### config.mk
export PLATFORM = sky130hd
export DESIGN_NAME = config_frame_loader
export DESIGN_NICKNAME = d
export VERILOG_FILES = /design/src/rtl/config_frame_loader.sv
export SDC_FILE = /design/constraint.sdc
export NUM_CORES = 1
export LEC_CHECK = 0
export CORE_MARGIN = 5
export CORE_UTILIZATION = 56
export CTS_BUF_LIST = sky130_fd_sc_hd__clkbuf_8
export DETAILED_ROUTE_END_ITERATION = 10
export MAX_ROUTING_LAYER = met4
export PLACE_DENSITY = 0.93
export SYNTH_ARGS = -nofsm -noshare
export SYNTH_HDL_FRONTEND = slang
export SYNTH_SLANG_ARGS = --single-unit
### constraint.sdc
create_clock -name CLK -period 29.6 [get_ports CLK]
set_clock_uncertainty 0.15 [all_clocks]
set_input_delay 5.92 -clock CLK [delete_from_list [all_inputs] [get_ports CLK]]
set_output_delay 5.92 -clock CLK [all_outputs]
set_load 0.005 [all_outputs]
### src/rtl/config_frame_loader.sv
// ---------------------------------------------------------------------------
// config_frame_loader
//
// Streams a configuration bitstream into fabric configuration latches.
// The loader hunts for SYNC_WORD, then reads a sequence of frame headers.
// Each header names a frame and a column and is followed by ROWS data words.
// The data words are collected in a shadow register and copied to FrameData.
// One cycle later a single-cycle one-hot FrameStrobe/ColSelect pulse fires.
// A header of all ones ends the bitstream. An out-of-range header flags a
// sticky error and sends the loader back to hunting for sync.
//
// Ports
//   CLK          rising-edge clock
//   RST          asynchronous active-high reset
//   in_data      bitstream word
//   in_valid     in_data valid
//   in_ready     loader accepts a word this cycle
//   FrameData    frame bits to the latch D inputs; word k sits at [32k+31:32k]
//   FrameStrobe  one-hot latch enable, one bit per frame
//   ColSelect    one-hot column qualifier, coincident with FrameStrobe
//   done         end-of-bitstream word seen (cleared by the next sync)
//   error        sticky protocol error (cleared by the next sync)
//   state_dbg    current FSM state:
//                IDLE=0, HEADER=1, DATA=2, SETUP=3, STROBE=4, HOLD=5
//
// Handshake: a word transfers on a rising CLK edge where in_valid and
// in_ready are both 1. in_ready never depends on in_valid. A source may hold
// in_valid low for any number of cycles, and the loader then waits with its
// state untouched.
//
// Strobe timing: FrameData is loaded on the SETUP->STROBE edge. The strobe
// registers are loaded on the STROBE->HOLD edge. So the latch-enable pulse
// starts one full cycle after FrameData settled, and FrameData is held for
// at least one cycle after the pulse. The pulse appears in the third cycle
// after the cycle in which the last data word was accepted.
// ---------------------------------------------------------------------------
module config_frame_loader #(
    parameter int          ROWS      = 4,
    parameter int          FRAMES    = 20,
    parameter int          COLS      = 8,
    parameter logic [31:0] SYNC_WORD = 32'hFAB0_FAB1
) (
    input  logic                 CLK,
    input  logic                 RST,
    input  logic [31:0]          in_data,
    input  logic                 in_valid,
    output logic                 in_ready,
    output logic [32*ROWS-1:0]   FrameData,
    output logic [FRAMES-1:0]    FrameStrobe,
    output logic [COLS-1:0]      ColSelect,
    output logic                 done,
    output logic                 error,
    output logic [2:0]           state_dbg
);

    localparam logic [31:0] END_WORD   = 32'hFFFF_FFFF;
    localparam int          CW         = (ROWS > 1) ? $clog2(ROWS) : 1;
    localparam logic [CW-1:0] LAST_WORD = CW'(ROWS - 1);
    localparam logic [31:0] FRAMES_LIM = 32'(FRAMES);
    localparam logic [31:0] COLS_LIM   = 32'(COLS);

    typedef enum logic [2:0] {
        S_IDLE   = 3'd0,
        S_HEADER = 3'd1,
        S_DATA   = 3'd2,
        S_SETUP  = 3'd3,
        S_STROBE = 3'd4,
        S_HOLD   = 3'd5
    } state_t;

    state_t          state;
    state_t          state_nx;
    logic [CW-1:0]   word_cnt;
    logic [4:0]      frame_sel;
    logic [7:0]      col_sel;
    logic [31:0]     shadow [ROWS];
    logic            accept;
    logic            is_sync;
    logic            hdr_end;
    logic            hdr_ok;

    assign accept  = in_valid & in_ready;
    assign is_sync = (in_data == SYNC_WORD);
    assign hdr_end = (in_data == END_WORD);
    // The header is usable only if both fields address an existing latch.
    assign hdr_ok  = ({27'd0, in_data[4:0]} < FRAMES_LIM) &&
                     ({24'd0, in_data[15:8]} < COLS_LIM);

    assign state_dbg = state;

    // State register
    always_ff @(posedge CLK or posedge RST) begin
        if (RST) begin
            state <= S_IDLE;
        end else begin
            state <= state_nx;
        end
    end

    // Next-state logic
    always_comb begin
        state_nx = state;
        case (state)
            S_IDLE:   if (accept && is_sync) state_nx = S_HEADER;
            S_HEADER: if (accept) state_nx = (hdr_end || !hdr_ok) ? S_IDLE : S_DATA;
            S_DATA:   if (accept && word_cnt == LAST_WORD) state_nx = S_SETUP;
            S_SETUP:  state_nx = S_STROBE;
            S_STROBE: state_nx = S_HOLD;
            S_HOLD:   state_nx = S_HEADER;
            default:  state_nx = S_IDLE;
        endcase
    end

    // Output logic: in_ready is held low throughout reset.
    always_comb begin
        in_ready = 1'b0;
        if (!RST) begin
            case (state)
                S_IDLE, S_HEADER, S_DATA: in_ready = 1'b1;
                default:                  in_ready = 1'b0;
            endcase
        end
    end

    // Datapath: header fields, shadow capture, frame output, strobes, flags
    always_ff @(posedge CLK or posedge RST) begin
        if (RST) begin
            word_cnt    <= '0;
            frame_sel   <= '0;
            col_sel     <= '0;
            FrameData   <= '0;
            FrameStrobe <= '0;
            ColSelect   <= '0;
            done        <= 1'b0;
            error       <= 1'b0;
            for (int k = 0; k < ROWS; k++) shadow[k] <= '0;
        end else begin
            // The strobes are single-cycle pulses unless reloaded below.
            FrameStrobe <= '0;
            ColSelect   <= '0;
            case (state)
                S_IDLE: begin
                    if (accept && is_sync) begin
                        done  <= 1'b0;
                        error <= 1'b0;
                    end
                end
                S_HEADER: begin
                    if (accept) begin
                        if (hdr_end) begin
                            done <= 1'b1;
                        end else if (hdr_ok) begin
                            frame_sel <= in_data[4:0];
                            col_sel   <= in_data[15:8];
                            word_cnt  <= '0;
                        end else begin
                            error <= 1'b1;
                        end
                    end
                end
                S_DATA: begin
                    if (accept) begin
                        shadow[word_cnt] <= in_data;
                        word_cnt         <= word_cnt + 1'b1;
                    end
                end
                S_SETUP: begin
                    for (int k = 0; k < ROWS; k++) FrameData[32*k +: 32] <= shadow[k];
                end
                S_STROBE: begin
                    FrameStrobe <= FRAMES'(1) << frame_sel;
                    ColSelect   <= COLS'(1) << col_sel;
                end
                default: ;
            endcase
        end
    end

endmodule

# Yosys cells after proc, flatten, opt, wreduce, memory -nomap -nowiden

Index checks and enable logic that the tools add are counted.

Add/subtract/negate cells: 1
Magnitude comparators: 4
Equality and inequality tests: 16
Shift operators: 2
Mux-type cells: 25
Bitwise gates (word level): 3
Reduce and logical (&&, ||, !) cells: 16

Operators by type and width:

| operator             | count |
|---|---|
| $bwmux 128           | 1 |
| $demux 32 s2         | 1 |
| $eq 32x32->1 const B | 2 |
| $mux 32              | 1 |
| $mux 20              | 1 |
| $shl 1x5->20 const A | 1 |
| $pmux 3 s6           | 1 |
| $ne 2x2->1 const B   | 8 |
| $mux 2               | 5 |
| $reduce_and 5->1     | 2 |
| $mux 3               | 3 |
| $lt 8x4->1 const B   | 1 |
| $mux 1               | 8 |
| $mux 8               | 1 |
| $reduce_and 4->1     | 2 |
| $shl 1x8->8 const A  | 1 |
| $eq 3x2->1 const B   | 2 |
| $eq 3x3->1 const B   | 2 |
| $lt 5x5->1 const B   | 1 |
| $logic_and 1x1->1    | 4 |
| $pmux 1 s2           | 2 |
| $pmux 2 s2           | 1 |
| $reduce_bool 2->1    | 2 |
| $eq 3x1->1 const B   | 1 |
| 13 further kinds     | 13 |

Bits in registers: 304
Input port bits: 35
Logic and storage cells: 80

# Depth between registers and ports, before layout

Word-level depth: 8
Gate-level depth with buffers: 6
Depth with buffers taken out: 4

# Worst setup path before layout

OpenSTA, ideal clock, no wires.

Path kind: in2out
Start: input port RST
End: output port in_ready
Arrival: 6.123 ns
Data required time: 23.530 ns
Slack: 17.407 ns
Stages on the path: 1
Path through: a211oi_1

Cells in the longest elaborated chain, start to end: 1

RTL lines:

| what            | line | RTL |
|---|---|---|
| start, declared | 44   | `input logic RST,` |
| $mux 1          | 117  | `if (!RST) begin` |
| end, declared   | 47   | `output logic in_ready,` |

Every way passes these cells.

# Worst setup path after layout

Ends and elaborated chain as after synthesis.

==> metrics <==
status finished clean; Critical Path Fanout Max 3; crit path DAT a little over 7 ns; CTS clk-pin slew, worst paths roughly 0.06 ns; Crit path max-delay family buffers and inverters; clk buf depth 3; CP required 23.53 ns; fin crit share 45.0%; pwr dens just under 90 nW/um2; number of synthesized register bits between 300 and 400; layout net count slightly below 1000; FMAX 75.0 MHz; Post-DP Area 13600 um2; Synth warnings 0; residual DRC count 0; Final ANT Viol Nets 0; GRT Overall Usage between 20 and 25%; final hold viol count 0; slew margin rel. a little over a quarter; Layout area overhead 27.1%; grt ovf 0; min-delay worst type reg2reg; vias in the first global route about 7600; clock power share between 20% and 30%; drt first-iter violations approximately 250; Leak between 6 and 7 nW; pin count of the biggest net entering global routing ~150; DR vias approximately 6800; input/output buffers 196; number of diodes 0; Critical Path Start Type primary input; io pins approximately 200; Synth Instances just over 700; synthesized area per cell around 16 um2; Core ar. a little over 20000 um2; wire length per cell roughly 20 um; switching power about 0.33 mW; P_int 0.951 mW; Logic pwr share between 20% and 30%; DP Worst Slack 16.26 ns; Initial Util around 57%; setup_tns 0 ns; Detail Placement HPWL 16500 um; switch share between 20% and 30%; first-pass GRT wire length 41500 um; worst skew pair latency between 0.5 and 0.6 ns; clock sinks about 300; vias per cell about 5.4; First-pass DRT Iterations 4; Slowest-stage cell, CP clkdlybuf4s50_1; total CTS buffers 46; Tmin final roughly 13 ns; post-CTS sizing 0; Worst Max-Slew Pin Slew approximately 1.1 ns; critical path, cell by cell clkdlybuf4s50_1 > a211oi_1 > clkdlybuf4s50_1; Syn Std Cell Area ~12000 um2; Peak supply drop 0.0000612 V; Post-Route WL 25600 um; most used cell along the critical path clkdlybuf4s50_1; Die H approximately 150 um; TritonCTS clock tree done; row cnt between 50 and 60; post-synthesis sequential area ratio 66.0%; gpl congestion ~0.83; CP Buf/Inv Count 2; crit end category primary output; post-route cell area about 15000 um2; pins over their slew limit 0; most common cell after layout, fill and taps aside dfrtp_1; Die ar. between 20000 and 25000 um2; Final Setup Violations 0; setup ws final approximately 16 ns; number of max-cap violations 0; share of cells above drive strength 1 34.7%; H-tree depth 2; RSZ-0062 raised after global routing no; Post-CTS Setup Bufs 0; CP max stage delay ~0.56 ns; DIE WIDTH about 150 um; Seq pwr share 48.7%; Synth cell types 39; most frequent cells in the layout 304 x dfrtp_1, 251 x mux2_2, 196 x clkdlybuf4s50_1; Syn Nets 763; Hold Buf Count CTS 0; antenna violations before repair 0; clock root buffer clkbuf_8; CP Class in2out
[logic make-up after synthesis]
kind of cell	count (synthesis)	share of synthesized area, %
compound gates	12	0.651
fa+ha+maj	4	0.434
buf+inv	37	2.06
flops	304	66.0
mux	264	25.8
simple gates	103	5.08
[worst reg2reg max path: cells and delay by family (launching register included)]
family / cells / cell delay, ns
buffers and inverters: 1 / 0.87
DFF: 1 / 0.54
muxes: 1 / 0.49
and+or+nand+nor: 2 / 0.90
[area by class of cell]
cell class                 instances  area [um2]
multi-input combinational        383        3690
sequential                       304        7610
fill                            1291        5580
clock inverter                    18         110
inverter                           5        26.3
tap                              270         338
clock buffer                      65         895
timing repair buffer             200        1990
[power by group through the flow]
stage / registers, mW / clock network (mW) / logic [mW]
after detailed placement: 0.629 / 0 / 0.301
after floorplan: 0.609 / 0 / 0.174
after global placement: 0.619 / 0 / 0.288
after CTS: 0.624 / 0.368 / 0.304
after global routing: 0.640 / 0.390 / 0.324
final: 0.624 / 0.359 / 0.299
[state kept, by name, indices dropped and copies added (netlist names)]
register	cells
FrameData	128
shadow	128
FrameStrobe	20
ColSelect	8
col_sel	8
frame_sel	5
state_dbg	3
word_cnt	2
done	1
error	1
[synth_stat cells (all sizes together)]
cell / instances / area share, %
or2: 1 / 0.054
nor2b: 5 / 0.27
o22ai: 1 / 0.054
nand4b: 1 / 0.13
dfrtp: 304 / 66
or3: 5 / 0.27
and3b: 1 / 0.11
a22oi: 1 / 0.065
or3b: 1 / 0.076
nand3: 3 / 0.13
and3: 1 / 0.054
nand3b: 3 / 0.20
buf: 28 / 1.8
nor4: 7 / 0.38
inv: 5 / 0.16
o211ai: 1 / 0.065
nand2b: 3 / 0.16
nor3b: 2 / 0.27
ha: 4 / 0.43
o21a: 1 / 0.065
nor2: 30 / 0.98
nand2: 16 / 0.72
nor3: 10 / 0.43
a211oi: 1 / 0.065
and2: 1 / 0.054
nand4: 8 / 0.43
a21oi: 1 / 0.043
o31a: 1 / 0.076
mux2: 264 / 26
or4: 2 / 0.13
o21ai: 5 / 0.22
and4: 3 / 0.23
clkbuf: 4 / 0.13
[final timing paths]
| check | start | end | slack, ns | cells past startpoint |
|---|---|---|---|---|
| min | shadow[75]$_DFFE_PP0P_ | shadow[75]$_DFFE_PP0P_ | 0.34 | 1 |
| max in group asynchronous | RST | FrameData[27]$_DFFE_PP0P_ | 21.72 | 3 |
| max reg2reg | state_dbg[1]$_DFFE_PP0P_ | FrameData[11]$_DFFE_PP0P_ | 26.52 | 4 |
| min in group asynchronous | RST | FrameData[7]$_DFFE_PP0P_ | 5.97 | 2 |
| min reg2reg | shadow[75]$_DFFE_PP0P_ | shadow[75]$_DFFE_PP0P_ | 0.34 | 1 |
| max | RST | in_ready | 16.27 | 3 |
[metal layers]
| layer | up-vias | GRT usage (%) | share of wire (%) |
|---|---|---|---|
| li1 | 3005 | - | - |
| met1 | 3533 | 28.2 | 40 |
| met2 | 192 | 37.6 | 52 |
| met3 | 30 | 6.70 | 6.9 |
| met4 | 0 | 5.17 | 1.3 |
| met5 | - | - | 0 |
[stage by stage]
step                hold slack, ns  total power, mW  util (%)  instances
global route                 0.358             1.35      72.4       1245
finish                       0.340             1.28      72.4       1245
detailed placement           0.330            0.930      67.5       1162
global placement             0.320            0.907      67.5       1162
floorplan                    0.310            0.783         -        724
CTS                          0.335             1.30      72.4       1245
Power figures use the tool's default switching activity.
